===== config.mk =====
export PLATFORM = sky130hd
export DESIGN_NAME = ndf_page_reader
export DESIGN_NICKNAME = d
export VERILOG_FILES = /design/src/rtl/ndf_page_reader.sv
export SDC_FILE = /design/constraint.sdc
export NUM_CORES = 1
export LEC_CHECK = 0
export ABC_CLOCK_PERIOD_IN_PS = 3600
export CORE_UTILIZATION = 30
export CTS_CLUSTER_DIAMETER = 40
export DETAILED_ROUTE_END_ITERATION = 16
export SLEW_MARGIN = 25
export SYNTH_ARGS = -nofsm -noshare
export SYNTH_HDL_FRONTEND = slang
export SYNTH_SLANG_ARGS = --single-unit
export TNS_END_PERCENT = 20

===== constraint.sdc =====
create_clock -name clk10 -period 3.6 [get_ports clk10]
set_input_delay 0.36 -clock clk10 [delete_from_list [all_inputs] [get_ports clk10]]
set_output_delay 0.36 -clock clk10 [all_outputs]
set_load 0.05 [all_outputs]

===== src/rtl/ndf_page_reader.sv =====
`timescale 1ns/1ps
// ndf_page_reader: autonomous NAND page-read sequencer.
// Issues 00h, 2 column bytes, 3 row bytes and 30h. It then waits on R/B and
// streams PAGE_BYTES RE-clocked bytes out on a valid/ready interface.
// Optional build macro NDF_RDSUM_EN adds rd_sum, the running XOR of the
// accepted bytes.
module ndf_page_reader #(
  parameter int unsigned PAGE_BYTES = 4096,
  parameter int unsigned RB_TIMEOUT = 2000,
  parameter int unsigned TWB_CYCLES = 2
) (
  input  logic        clk10,
  input  logic        rst,
  input  logic        start,
  input  logic [15:0] col_addr,
  input  logic [23:0] row_addr,
  output logic        busy,
  output logic        done,
  output logic        timeout_err,
  output logic        ndf_ce_n,
  output logic        ndf_cle,
  output logic        ndf_ale,
  output logic        ndf_we_n,
  output logic        ndf_re_n,
  output logic [7:0]  ndf_io_out,
  output logic        ndf_io_oe,
  input  logic [7:0]  ndf_io_in,
  input  logic        ndf_r_b_n,
  output logic [7:0]  out_data,
  output logic        out_valid,
  input  logic        out_ready
`ifdef NDF_RDSUM_EN
  , output logic [7:0] rd_sum
`endif
);

  typedef enum logic [3:0] {
    S_IDLE, S_CMD1, S_ADDR, S_CMD2, S_TWB, S_WAITRDY, S_READ, S_HOLD, S_DONE, S_ERR
  } state_t;

  localparam logic [15:0] LAST_BYTE = 16'(PAGE_BYTES - 1);
  localparam logic [31:0] TWB_LAST  = (TWB_CYCLES == 0) ? 32'd0 : 32'(TWB_CYCLES - 1);
  localparam logic [31:0] RB_LAST   = (RB_TIMEOUT == 0) ? 32'd0 : 32'(RB_TIMEOUT - 1);

  state_t      r_state, w_state;
  logic [1:0]  r_ph, w_ph;
  logic [2:0]  r_idx, w_idx;
  logic [31:0] r_cnt, w_cnt;
  logic [15:0] r_bcnt, w_bcnt;
  logic [15:0] r_col;
  logic [23:0] r_row;
  logic        r_rb_s1, r_rb_s2;
  logic [7:0]  r_data;
  logic        r_terr;

  logic        r_ce_n, r_cle, r_ale, r_we_n, r_re_n, r_io_oe, r_out_valid, r_busy, r_done;
  logic [7:0]  r_io_out;
  logic        w_ce_n, w_cle, w_ale, w_we_n, w_re_n, w_io_oe, w_out_valid, w_busy, w_done;
  logic [7:0]  w_io_out, w_abyte;
  logic        w_start_acc, w_accept;

  assign w_start_acc = (r_state == S_IDLE) && start;
  assign w_accept    = r_out_valid && out_ready;

  // Two-flop synchroniser for the asynchronous open-drain R/B line
  always_ff @(posedge clk10) begin
    if (rst) begin
      r_rb_s1 <= 1'b1;
      r_rb_s2 <= 1'b1;
    end else begin
      r_rb_s1 <= ndf_r_b_n;
      r_rb_s2 <= r_rb_s1;
    end
  end

  // State register with its phase, address index and counters
  always_ff @(posedge clk10) begin
    if (rst) begin
      r_state <= S_IDLE;
      r_ph    <= '0;
      r_idx   <= '0;
      r_cnt   <= '0;
      r_bcnt  <= '0;
    end else begin
      r_state <= w_state;
      r_ph    <= w_ph;
      r_idx   <= w_idx;
      r_cnt   <= w_cnt;
      r_bcnt  <= w_bcnt;
    end
  end

  // Next-state logic: write cycles use ph 0/1, read cycles use ph 0/1/2
  always_comb begin
    w_state = r_state;
    w_ph    = r_ph;
    w_idx   = r_idx;
    w_cnt   = r_cnt;
    w_bcnt  = r_bcnt;
    case (r_state)
      S_IDLE: begin
        if (start) begin
          w_state = S_CMD1;
          w_ph    = '0;
          w_idx   = '0;
        end
      end
      S_CMD1: begin
        if (!r_ph[0]) begin
          w_ph = 2'd1;
        end else begin
          w_state = S_ADDR;
          w_ph    = '0;
          w_idx   = '0;
        end
      end
      S_ADDR: begin
        if (!r_ph[0]) begin
          w_ph = 2'd1;
        end else begin
          w_ph = '0;
          if (r_idx == 3'd4) begin
            w_state = S_CMD2;
            w_idx   = '0;
          end else begin
            w_idx = r_idx + 3'd1;
          end
        end
      end
      S_CMD2: begin
        if (!r_ph[0]) begin
          w_ph = 2'd1;
        end else begin
          w_state = S_TWB;
          w_ph    = '0;
          w_cnt   = '0;
        end
      end
      S_TWB: begin
        if (r_cnt >= TWB_LAST) begin
          w_state = S_WAITRDY;
          w_cnt   = '0;
        end else begin
          w_cnt = r_cnt + 32'd1;
        end
      end
      S_WAITRDY: begin
        if (r_rb_s2) begin
          w_state = S_READ;
          w_ph    = '0;
          w_bcnt  = '0;
        end else if (r_cnt >= RB_LAST) begin
          w_state = S_ERR;
        end else begin
          w_cnt = r_cnt + 32'd1;
        end
      end
      // R2 and HOLD share the accept path, so a ready consumer skips HOLD
      S_READ, S_HOLD: begin
        if (r_state == S_READ && r_ph != 2'd2) begin
          w_ph = r_ph + 2'd1;
        end else if (w_accept) begin
          if (r_bcnt == LAST_BYTE) begin
            w_state = S_DONE;
          end else begin
            w_state = S_READ;
            w_ph    = '0;
            w_bcnt  = r_bcnt + 16'd1;
          end
        end else begin
          w_state = S_HOLD;
        end
      end
      S_DONE:  w_state = S_IDLE;
      S_ERR:   w_state = S_IDLE;
      default: w_state = S_IDLE;
    endcase
  end

  // Output decode from the next state; the values are registered below
  always_comb begin
    case (w_idx)
      3'd0:    w_abyte = r_col[7:0];
      3'd1:    w_abyte = r_col[15:8];
      3'd2:    w_abyte = r_row[7:0];
      3'd3:    w_abyte = r_row[15:8];
      default: w_abyte = r_row[23:16];
    endcase
    w_ce_n      = 1'b0;
    w_cle       = 1'b0;
    w_ale       = 1'b0;
    w_we_n      = 1'b1;
    w_re_n      = 1'b1;
    w_io_oe     = 1'b0;
    w_io_out    = '0;
    w_out_valid = 1'b0;
    w_busy      = 1'b1;
    w_done      = 1'b0;
    case (w_state)
      S_IDLE: begin
        w_ce_n = 1'b1;
        w_busy = 1'b0;
      end
      S_CMD1: begin
        w_cle   = 1'b1;
        w_io_oe = 1'b1;
        w_we_n  = w_ph[0];
      end
      S_ADDR: begin
        w_ale    = 1'b1;
        w_io_oe  = 1'b1;
        w_we_n   = w_ph[0];
        w_io_out = w_abyte;
      end
      S_CMD2: begin
        w_cle    = 1'b1;
        w_io_oe  = 1'b1;
        w_we_n   = w_ph[0];
        w_io_out = 8'h30;
      end
      S_READ: begin
        w_re_n      = (w_ph == 2'd2);
        w_out_valid = (w_ph == 2'd2);
      end
      S_HOLD: w_out_valid = 1'b1;
      S_DONE: begin
        w_ce_n = 1'b1;
        w_busy = 1'b0;
        w_done = 1'b1;
      end
      S_ERR: begin
        w_ce_n = 1'b1;
        w_busy = 1'b0;
      end
      default: ;
    endcase
  end

  // Registered pin and handshake outputs
  always_ff @(posedge clk10) begin
    if (rst) begin
      r_ce_n      <= 1'b1;
      r_cle       <= 1'b0;
      r_ale       <= 1'b0;
      r_we_n      <= 1'b1;
      r_re_n      <= 1'b1;
      r_io_oe     <= 1'b0;
      r_io_out    <= '0;
      r_out_valid <= 1'b0;
      r_busy      <= 1'b0;
      r_done      <= 1'b0;
    end else begin
      r_ce_n      <= w_ce_n;
      r_cle       <= w_cle;
      r_ale       <= w_ale;
      r_we_n      <= w_we_n;
      r_re_n      <= w_re_n;
      r_io_oe     <= w_io_oe;
      r_io_out    <= w_io_out;
      r_out_valid <= w_out_valid;
      r_busy      <= w_busy;
      r_done      <= w_done;
    end
  end

  // Address latch, read-byte capture at the end of R1, sticky timeout flag
  always_ff @(posedge clk10) begin
    if (rst) begin
      r_col  <= '0;
      r_row  <= '0;
      r_data <= '0;
      r_terr <= 1'b0;
    end else begin
      if (w_start_acc) begin
        r_col  <= col_addr;
        r_row  <= row_addr;
        r_terr <= 1'b0;
      end
      if (w_state == S_ERR) r_terr <= 1'b1;
      if (r_state == S_READ && r_ph == 2'd1) r_data <= ndf_io_in;
    end
  end

`ifdef NDF_RDSUM_EN
  logic [7:0] r_sum;

  // Running XOR of accepted bytes, restarted by each accepted start
  always_ff @(posedge clk10) begin
    if (rst) begin
      r_sum <= '0;
    end else if (w_start_acc) begin
      r_sum <= '0;
    end else if (w_accept) begin
      r_sum <= r_sum ^ r_data;
    end
  end

  assign rd_sum = r_sum;
`endif

  assign busy        = r_busy;
  assign done        = r_done;
  assign timeout_err = r_terr;
  assign ndf_ce_n    = r_ce_n;
  assign ndf_cle     = r_cle;
  assign ndf_ale     = r_ale;
  assign ndf_we_n    = r_we_n;
  assign ndf_re_n    = r_re_n;
  assign ndf_io_out  = r_io_out;
  assign ndf_io_oe   = r_io_oe;
  assign out_data    = r_data;
  assign out_valid   = r_out_valid;

endmodule


==> impl_metrics.ini <==
[logic_synthesis]
synth_flop_cell = dfxtp_1
synth.avg_cell_area_sq_um = 8.66
synth_cell_type_count = 57
yosysWarnings = 0
synth_edf_count = 0
syn-num-nets = 670
synthCells = 609
seq_area_frac_synth = 0.474
ys_async_sr_fraction = 0
ys_ff_latch = 125
synthesis.area_sq_um = 5270

[clocking]
cts_max_path_buffers = 2
numCtsBuffers = 17
htreeDepth = 4
post_cts_resized = 0
clk_latency_ps = 410
cts_tree = done
cts_sinks = 125
post_cts_buffers = 0
cts.clk_slew.worst_paths_ps = 60
clockRootBuffer = clkbuf_16
holdBufCountCts = 0

[run]
cap_viol_max_count = 0

[sta]
whs_ps = 400
relSlewSlack = 0.593
finalClockSkew_ps = 7.43
rsz0062_at_grt = false
tightest_slew_ps = 608
hold_viol_final = 0
period_share = 0.744
fmax_mhz = 373
setup_tns_ps = 0
setup_viol = 0
finalMaxSlewViolations = 0
setup_ws_ps = 922
period_needed_ps = 2680

[floorplan]
core_sq_um = 17200
num_io_pins = 79
dieArea_sq_um = 18100
rows = 48
initial_core_util = 0.306
die_height_um = 135
die_w_um = 135

[final_layout]
area_delta_synth_final_pct = 30.4
antenna_cells = 0
fin_util = 0.399
drive_gt1_frac = 0.0879
final_nets = 742

[pwr]
p_comb_frac = 0.085
p_switching_mw = 0.790
powerDensity_nw_per_um2 = 508
power_leakage_nw = 2.65
power.share.clock = 0.495
sequentialPowerShare = 0.420
intPower_mw = 2.71
ir_drop_mv = 0.439
swShare = 0.226

[placement]
portBuffers = 78
place_hpwl_um = 8060
routabilityCongestion = 0.869
dp_slack_ps = 978

[critical_path]
slowest_stage = dfxtp_1
rrSetupSlack_ps = 920
startpoint = r_ph[0]
critPathKind = flop to flop
cp-end-kind = flop
crit_fanout = 16
crit_chain = inv_1 > ha_1 > nor2_1 > a211oi_1 > a211oi_2 > nor2_1 > and2_1 > or4_1
r2r_cells = 8
r2r-end = ndf_we_n
required_ps = 3880
endpoint = ndf_we_n
cp.arrival_ps = 2960
critPathLaunchType = flop
r2r-start = r_ph[0]
cpMostUsedCell = nor2_1
max_stage_delay_ps = 600

[route]
drc = 0
wl_per_cell_um = 13.0
drt_iter0_drc = 249
drt-total-wl_um = 11900
via_per_inst = 4.74
postRouteAntennaNets = 0
first_pass_iters = 4
vias = 4354

[global_route]
antenna_found_initial = 0
grt_max_degree = 42
grt_first_pass_wirelength_um = 19700
grt_remaining_overflow = 0
grt_usage = 0.139
grt_pass1_vias = 4048

[worst_hold_path]
min_from = r_rb_s1
min_path_type = flop to flop

[status]
status = completed
[power groups by stage]
stage          clock (mW)  combinational, mW  sequential [mW]
2_1_floorplan           0              0.155             1.51
3_3_place_gp            0              0.297             1.49
3_5_place_dp            0              0.298             1.50
4_1_cts              1.77              0.300             1.47
5_1_grt              1.84              0.328             1.47
6_report             1.73              0.297             1.47
[how the worst min path moves through the flow]
stage	to	slack, ps	cells after the start
global placement	r_rb_s2	390	1
detailed placement	r_rb_s2	390	1
finish	r_rb_s2	400	1
floorplan	r_rb_s2	390	1
CTS	r_rb_s2	400	1
global route	r_rb_s2	410	1
[state kept, by name, indices dropped and copies added, names as in the netlist, 2 cells and up]
signal,cells
r_cnt,32
r_row,24
r_bcnt,16
r_col,16
ndf_io_out,8
out_data,8
r_state,4
r_idx,3
r_ph,2
[stage by stage]
stage	instance area (sq um)	instances	power [mW]
floorplan	5270	609	1.67
global placement	6270	887	1.79
global route	6880	919	3.64
detailed placement	6270	887	1.79
finish	6880	919	3.49
CTS	6880	919	3.54
[critical path, delay by kind of cell (launching register included)]
family | cells | cell delay [ps]
compound gates | 2 | 490
fa+ha+maj | 1 | 260
buf+inv | 1 | 140
flops | 1 | 600
simple gates | 4 | 1060
[final cells by class]
cell class	count	area, sq um
clock buffer	21	470
sequential	125	2500
tap	225	282
inverter	10	37.5
multi-input combinational	441	2610
clock inverter	11	140
fill	1716	10400
timing repair buffer	86	836
[per-layer routing]
layer / global-route usage / up-vias / part of all wire
li1: - / 2246 / -
met1: 0.194 / 2002 / 0.51
met2: 0.200 / 98 / 0.43
met3: 0.0413 / 8 / 0.049
met4: 0.0512 / 0 / 0.0097
met5: 0 / - / 0
[synth_stat cells, types with 10 or more instances]
| master | count | area [sq um] |
|---|---|---|
| a21oi_1 | 60 | 300 |
| o21ai_0 | 13 | 65.1 |
| dfxtp_1 | 125 | 2500 |
| clkbuf_1 | 29 | 109 |
| nor2b_1 | 11 | 68.8 |
| inv_1 | 10 | 37.5 |
| nor3_1 | 13 | 65.1 |
| nand3_1 | 14 | 70.1 |
| nand2_1 | 98 | 368 |
| and2_1 | 25 | 156 |
| or3_1 | 10 | 62.6 |
| o21a_1 | 11 | 82.6 |
| xnor2_1 | 12 | 105 |
| nor2_1 | 50 | 188 |
| mux2i_1 | 25 | 250 |
[cells in the final DEF, fill, tap and decap left out, types with 3 or more instances in the layout]
| cell | n |
|---|---|
| o22ai_1 | 6 |
| or4_1 | 3 |
| nor4_1 | 8 |
| clkinv_2 | 5 |
| o21ai_0 | 13 |
| nand3_1 | 14 |
| o21a_1 | 11 |
| clkbuf_16 | 17 |
| inv_1 | 10 |
| a21oi_1 | 60 |
| xnor2_1 | 12 |
| or3_1 | 10 |
| or2_2 | 6 |
| nand4_1 | 8 |
| bufinv_16 | 3 |
| clkdlybuf4s50_1 | 77 |
| clkbuf_8 | 3 |
| xor2_1 | 4 |
| nand2_1 | 98 |
| nor2b_1 | 11 |
| ha_1 | 8 |
| dfxtp_1 | 125 |
| a31oi_1 | 3 |
| nor3_1 | 13 |
| buf_4 | 8 |
| and2_1 | 25 |
| mux2i_1 | 25 |
| nand2b_1 | 8 |
| nor2_1 | 50 |
| and3_1 | 6 |
[kinds of logic after synthesis]
family,Yosys count,share of synthesized area
buffers and inverters,43,0.0308
adder cells (fa/ha/maj),8,0.0190
AO/OA/AOI/OAI,117,0.140
flip-flops,125,0.474
XOR/XNOR,16,0.0266
multiplexers,27,0.0517
AND/OR/NAND/NOR,273,0.258
(Power assumes the default switching activity.)
